--- config.mk ---
export PLATFORM = sky130hd
export DESIGN_NAME = filter_pipe
export DESIGN_NICKNAME = d
export VERILOG_FILES = /design/src/rtl/filter_pipe.sv
export SDC_FILE = /design/constraint.sdc
export NUM_CORES = 1
export LEC_CHECK = 0
export ABC_AREA = 0
export CORE_MARGIN = 2
export CORE_UTILIZATION = 55
export DETAILED_ROUTE_END_ITERATION = 8
export PLACE_DENSITY_LB_ADDON = 0.12
export SLEW_MARGIN = 20
export SYNTH_ARGS = -nofsm -noshare
export SYNTH_HDL_FRONTEND = slang
export SYNTH_SLANG_ARGS = --single-unit
--- constraint.sdc ---
create_clock -name clk -period 29.4 [get_ports clk]
set_clock_uncertainty 0.2 [all_clocks]
set_input_delay 5.88 -clock clk [delete_from_list [all_inputs] [get_ports clk]]
set_output_delay 5.88 -clock clk [all_outputs]
set_load 0.02 [all_outputs]
--- src/rtl/filter_pipe.sv ---
// filter_pipe: 3-stage per-pixel colour filter (pass/sepia/invert/gray/threshold), frame-synchronous mode switch.
// Threshold mode and its carry registers exist only when FILTER_THRESHOLD_EN is defined.
module filter_pipe #(
  parameter int CW = 8
) (
  input  logic            clk,
  input  logic            rst,
  input  logic            in_valid,
  input  logic            in_sof,
  input  logic [3*CW-1:0] rgb_in,
  input  logic            sel_valid,
  input  logic [2:0]      sel_mode,
  input  logic [CW-1:0]   thresh,
  output logic            out_valid,
  output logic            out_sof,
  output logic [3*CW-1:0] rgb_out,
  output logic [2:0]      active_mode,
  output logic            sel_err
);
  localparam logic [95:0] K = {8'd101, 8'd197, 8'd48, 8'd89, 8'd176, 8'd43,
                               8'd70, 8'd137, 8'd34, 8'd77, 8'd150, 8'd29};
`ifdef FILTER_THRESHOLD_EN
  localparam logic [2:0] MAX_MODE = 3'd4;
`else
  localparam logic [2:0] MAX_MODE = 3'd3;
`endif
  logic [2:0] pending_q, pending_d, active_q, active_d, mode1_q, mode2_q;
  logic sof_acc, legal, sel_err_q;
  logic v1_q, v2_q, v3_q, sof1_q, sof2_q, sof3_q;
  logic [3*CW-1:0] pix1_q, pix2_q, rgb_q, rgb_d;
  logic [CW+7:0] p_d [12];
  logic [CW+7:0] p_q [12];
  logic [CW+9:0] s_d [4];
  logic [CW+9:0] s_q [4];
  logic [CW-1:0] sat [4];
  logic unused_bits;
  always_comb begin
    legal = sel_mode <= MAX_MODE;
    pending_d = (sel_valid && legal) ? sel_mode : pending_q;
    sof_acc = in_valid && in_sof;
    active_d = sof_acc ? pending_d : active_q;
  end
  // products 0-8 are the sepia rows, 9-11 the luma row; channel order R,G,B
  for (genvar i = 0; i < 12; i++) begin : g_p
    assign p_d[i] = (CW+8)'(rgb_in[(2-i%3)*CW +: CW]) * (CW+8)'(K[95-8*i -: 8]);
  end
  for (genvar j = 0; j < 4; j++) begin : g_s
    assign s_d[j] = (CW+10)'(p_q[3*j]) + (CW+10)'(p_q[3*j+1]) + (CW+10)'(p_q[3*j+2]);
    assign sat[j] = |s_q[j][CW+9:CW+8] ? {CW{1'b1}} : s_q[j][CW+7:8];
  end
`ifdef FILTER_THRESHOLD_EN
  logic [CW-1:0] thr_q, thr1_q, thr2_q;
  always_ff @(posedge clk or posedge rst) begin
    if (rst) begin
      thr_q <= '0;
      thr1_q <= '0;
      thr2_q <= '0;
    end else begin
      thr_q <= sof_acc ? thresh : thr_q;
      thr1_q <= sof_acc ? thresh : thr_q;
      thr2_q <= thr1_q;
    end
  end
  assign unused_bits = ^{s_q[0][7:0], s_q[1][7:0], s_q[2][7:0], s_q[3][7:0]};
`else
  assign unused_bits = ^{s_q[0][7:0], s_q[1][7:0], s_q[2][7:0], s_q[3][7:0], thresh};
`endif
  always_comb begin
    rgb_d = (mode2_q == 3'd1) ? {sat[0], sat[1], sat[2]} :
            (mode2_q == 3'd2) ? ~pix2_q :
            (mode2_q == 3'd3) ? {3{sat[3]}} :
`ifdef FILTER_THRESHOLD_EN
            (mode2_q == 3'd4) ? {3*CW{sat[3] >= thr2_q}} :
`endif
            pix2_q;
  end
  always_ff @(posedge clk or posedge rst) begin
    if (rst) begin
      pending_q <= '0;
      active_q <= '0;
      sel_err_q <= 1'b0;
      {v1_q, v2_q, v3_q, sof1_q, sof2_q, sof3_q} <= '0;
      mode1_q <= '0;
      mode2_q <= '0;
      pix1_q <= '0;
      pix2_q <= '0;
      rgb_q <= '0;
      p_q <= '{default: '0};
      s_q <= '{default: '0};
    end else begin
      pending_q <= pending_d;
      active_q <= active_d;
      sel_err_q <= sel_valid && !legal;
      v1_q <= in_valid;
      sof1_q <= sof_acc;
      mode1_q <= active_d;
      pix1_q <= rgb_in;
      p_q <= p_d;
      v2_q <= v1_q;
      sof2_q <= sof1_q;
      mode2_q <= mode1_q;
      pix2_q <= pix1_q;
      s_q <= s_d;
      v3_q <= v2_q;
      sof3_q <= sof2_q;
      rgb_q <= v2_q ? rgb_d : rgb_q;
    end
  end
  assign out_valid = v3_q;
  assign out_sof = sof3_q;
  assign rgb_out = rgb_q;
  assign active_mode = active_q;
  assign sel_err = sel_err_q;
endmodule

==> results.cfg <==
[global_routing]
grt_max_degree = 144
grt.busiest_layer = met2
grt_overflow = 0
grtUsageTotal_pct = 24.41
antenna_found_initial = 3
grt_pass1_vias = 12670
met1_usage_pct = 33.90
grt_pass1_wl_um = 67190
grt_util_met2_pct = 40.86
use_met3_pct = 2.361

[cts]
clock_latency_ns = 0.53
root_buffer = clkbuf_16
cts.sinks = 262
cts_buffers = 27
postCtsSetupBuffers = 0
cts_resized = 0
clk_pin_slew_ns = 0.06
ctsHoldBuffers = 0
cts_buffer_depth = 3
cts_tree = built
ctsHtreeMaxLevel = 1

[yosys]
syn_avg_cell_area_um2 = 11.06
ys_ff_latch = 262
async_reset_ff_share_pct = 100.0
netlist_area_um2 = 18930
synth-edff-count = 0
yosys_most_used_dff = dfrtp_1
synth_warnings = 0
yosysSeqAreaShare_pct = 34.63
syn-num-nets = 2219
yosys.cell_types.count = 68
synth_cells = 1711

[sta]
worst_slew_pin_slew_ns = 0.9580
max_freq_ghz = 0.1017
slew-limit-headroom_pct = 36.13
setup_slack_ns = 19.57
finalSetupViolCount = 0
final_max_slew_viol_count = 0
rsz0062_at_grt = no
post-route-period-util_pct = 33.45
hold_violations = 0
final.min_clock_period_ns = 9.835
tns_ns = 0

[detailed_routing]
vias = 12350
first_pass_iters = 5
first_iter_violations = 563
vias_per_cell = 5.453
drc = 0
antenna_left = 0
wl_per_cell_um = 18.53
route.final.wire_length_um = 41940

[power_and_ir_drop]
power.leakage_nw = 10.57
powerDensity_nw_per_um2 = 98.08
vdd_drop_max_uv = 58.88

[finish]
final_common_cell = ha_1
final_nets = 2304
area_growth_syn_to_layout_pct = 11.39
final_area_um2 = 21090
final_cell_mix = ha_1 (362), dfrtp_1 (262), inv_1 (230)
drive_gt1_share_pct = 5.565
fillers = 2741

[die]
core-area_um2 = 33700
io_pins = 70
start_util_pct = 56.18
die_h_um = 189.5
die_area_um2 = 35920
die_x_um = 189.5
rows = 67

[worst_setup_path]
crit_path_max_fanout = 10
worstSetupEndpointType = register
critPathLaunchType = input port
critPathRequiredTime_ns = 29.61
crit_arrival_ns = 10.04
path_class = in2reg

[place]
io_buffers = 61
placed_cell_area_um2 = 20120
gp_congestion = 0.8813
pre_cts_slack_ns = 19.06
dp_hpwl_um = 34140

[hold_path]
hold_class = reg2reg

[job]
maxCapViolations = 0

[outcome]
outcome = complete, no violations
## Yosys cell counts, drive strengths merged (12+ instances only)
| master | count | area [um^2] |
|---|---|---|
| o22ai | 26 | 162.7 |
| o21a | 14 | 105.1 |
| clkbuf | 12 | 45.04 |
| nand3 | 19 | 95.09 |
| a21o | 32 | 241.5 |
| o21ai | 37 | 188.9 |
| ha | 362 | 4529 |
| a21oi | 84 | 420.4 |
| fa | 106 | 2122 |
| mux2 | 27 | 304.0 |
| xnor2 | 84 | 735.7 |
| a211oi | 13 | 102.6 |
| dfrtp | 262 | 6556 |
| inv | 231 | 867.1 |
| nor2 | 78 | 292.8 |
| nand2b | 47 | 294.0 |
| xor2 | 35 | 306.5 |
| nor2b | 24 | 150.1 |
| nor3 | 34 | 170.2 |
| nand2 | 50 | 187.7 |
## final timing paths
path,start,to,slack [ns],depth (start not counted)
max,rgb_in[4],p_q[109],19.57,13
min,pix1_q[13],pix2_q[13],0.14,0
max reg2reg,pix1_q[0],s_q[70],26.04,10
min reg2reg,pix1_q[13],pix2_q[13],0.14,0
max in group asynchronous,rst,p_q[131],21.79,3
min in group asynchronous,rst,rgb_out[5],5.77,2
## critical path: stages
cell and delay [ns]:
clkdlybuf4s50_1 0.85, ha_1 0.39, ha_1 0.29, inv_1 0.05, fa_1 0.53, inv_1 0.07, fa_1 0.47, a21o_1 0.18
a21oi_1 0.23, o21ai_0 0.16, or4_1 0.45, a2111o_1 0.38, o311ai_0 0.12
## through the flow
step / util [%] / power [mW] / hold WS [ns] / cells
after floorplan: - / 1.366 / 0.1312 / 1711
after global placement: 59.71 / 1.664 / 0.1320 / 2215
after detailed placement: 59.71 / 1.695 / 0.1347 / 2215
after CTS: 62.57 / 2.074 / 0.1468 / 2263
after global routing: 62.57 / 2.243 / 0.1557 / 2263
final: 62.58 / 2.068 / 0.1443 / 2264
## per-layer routing
| layer | vias up | part of all wire (%) |
|---|---|---|
| met5 | - | 0 |
| met3 | 60 | 4.1 |
| met2 | 222 | 47 |
| li1 | 6049 | - |
| met1 | 6014 | 46 |
| met4 | 0 | 3.1 |
## logic make-up (layout without fill, tap and decap cells)
| family | Yosys count | count (layout) | share of synthesized area (%) |
|---|---|---|---|
| XOR/XNOR | 119 | 119 | 5.505 |
| AND/OR/NAND/NOR | 305 | 305 | 8.235 |
| buffers and inverters | 244 | 348 | 4.838 |
| flip-flops | 262 | 262 | 34.63 |
| AO/OA/AOI/OAI | 285 | 285 | 9.999 |
| multiplexers | 28 | 28 | 1.659 |
| other | 0 | 1 | 0 |
| adder cells (fa/ha/maj) | 468 | 468 | 35.13 |
## flip-flops by register name (all words and copies together), names as in the netlist, 3 cells and up
| signal | flops |
|---|---|
| pix1_q | 21 |
| s_q | 36 |
| pix2_q | 24 |
| p_q | 141 |
| pending_q | 3 |
| rgb_out | 24 |
| mode2_q | 3 |
| mode1_q | 3 |
## power breakdown
part / switching, mW / total, mW / internal, mW
sequential: 0.0754 / 0.561 / 0.485
combinational: 0.645 / 1.14 / 0.498
clock: 0.140 / 0.364 / 0.224
## cell type report
| type | instances | area, um^2 | share of cell area (%) |
|---|---|---|---|
| multi-input cells | 1205 | 11460 | 54.34 |
| flip-flops and latches | 262 | 6556 | 31.09 |
| inverters | 231 | 874.6 | 4.147 |
| clock buffers | 33 | 748.2 | 3.548 |
| repair buffers | 69 | 670.6 | 3.180 |
| well taps | 448 | 560.5 | 2.658 |
| clock inverters | 15 | 216.5 | 1.026 |
| diodes | 1 | 2.502 | 0.01187 |
Power figures use the tool's default switching activity.
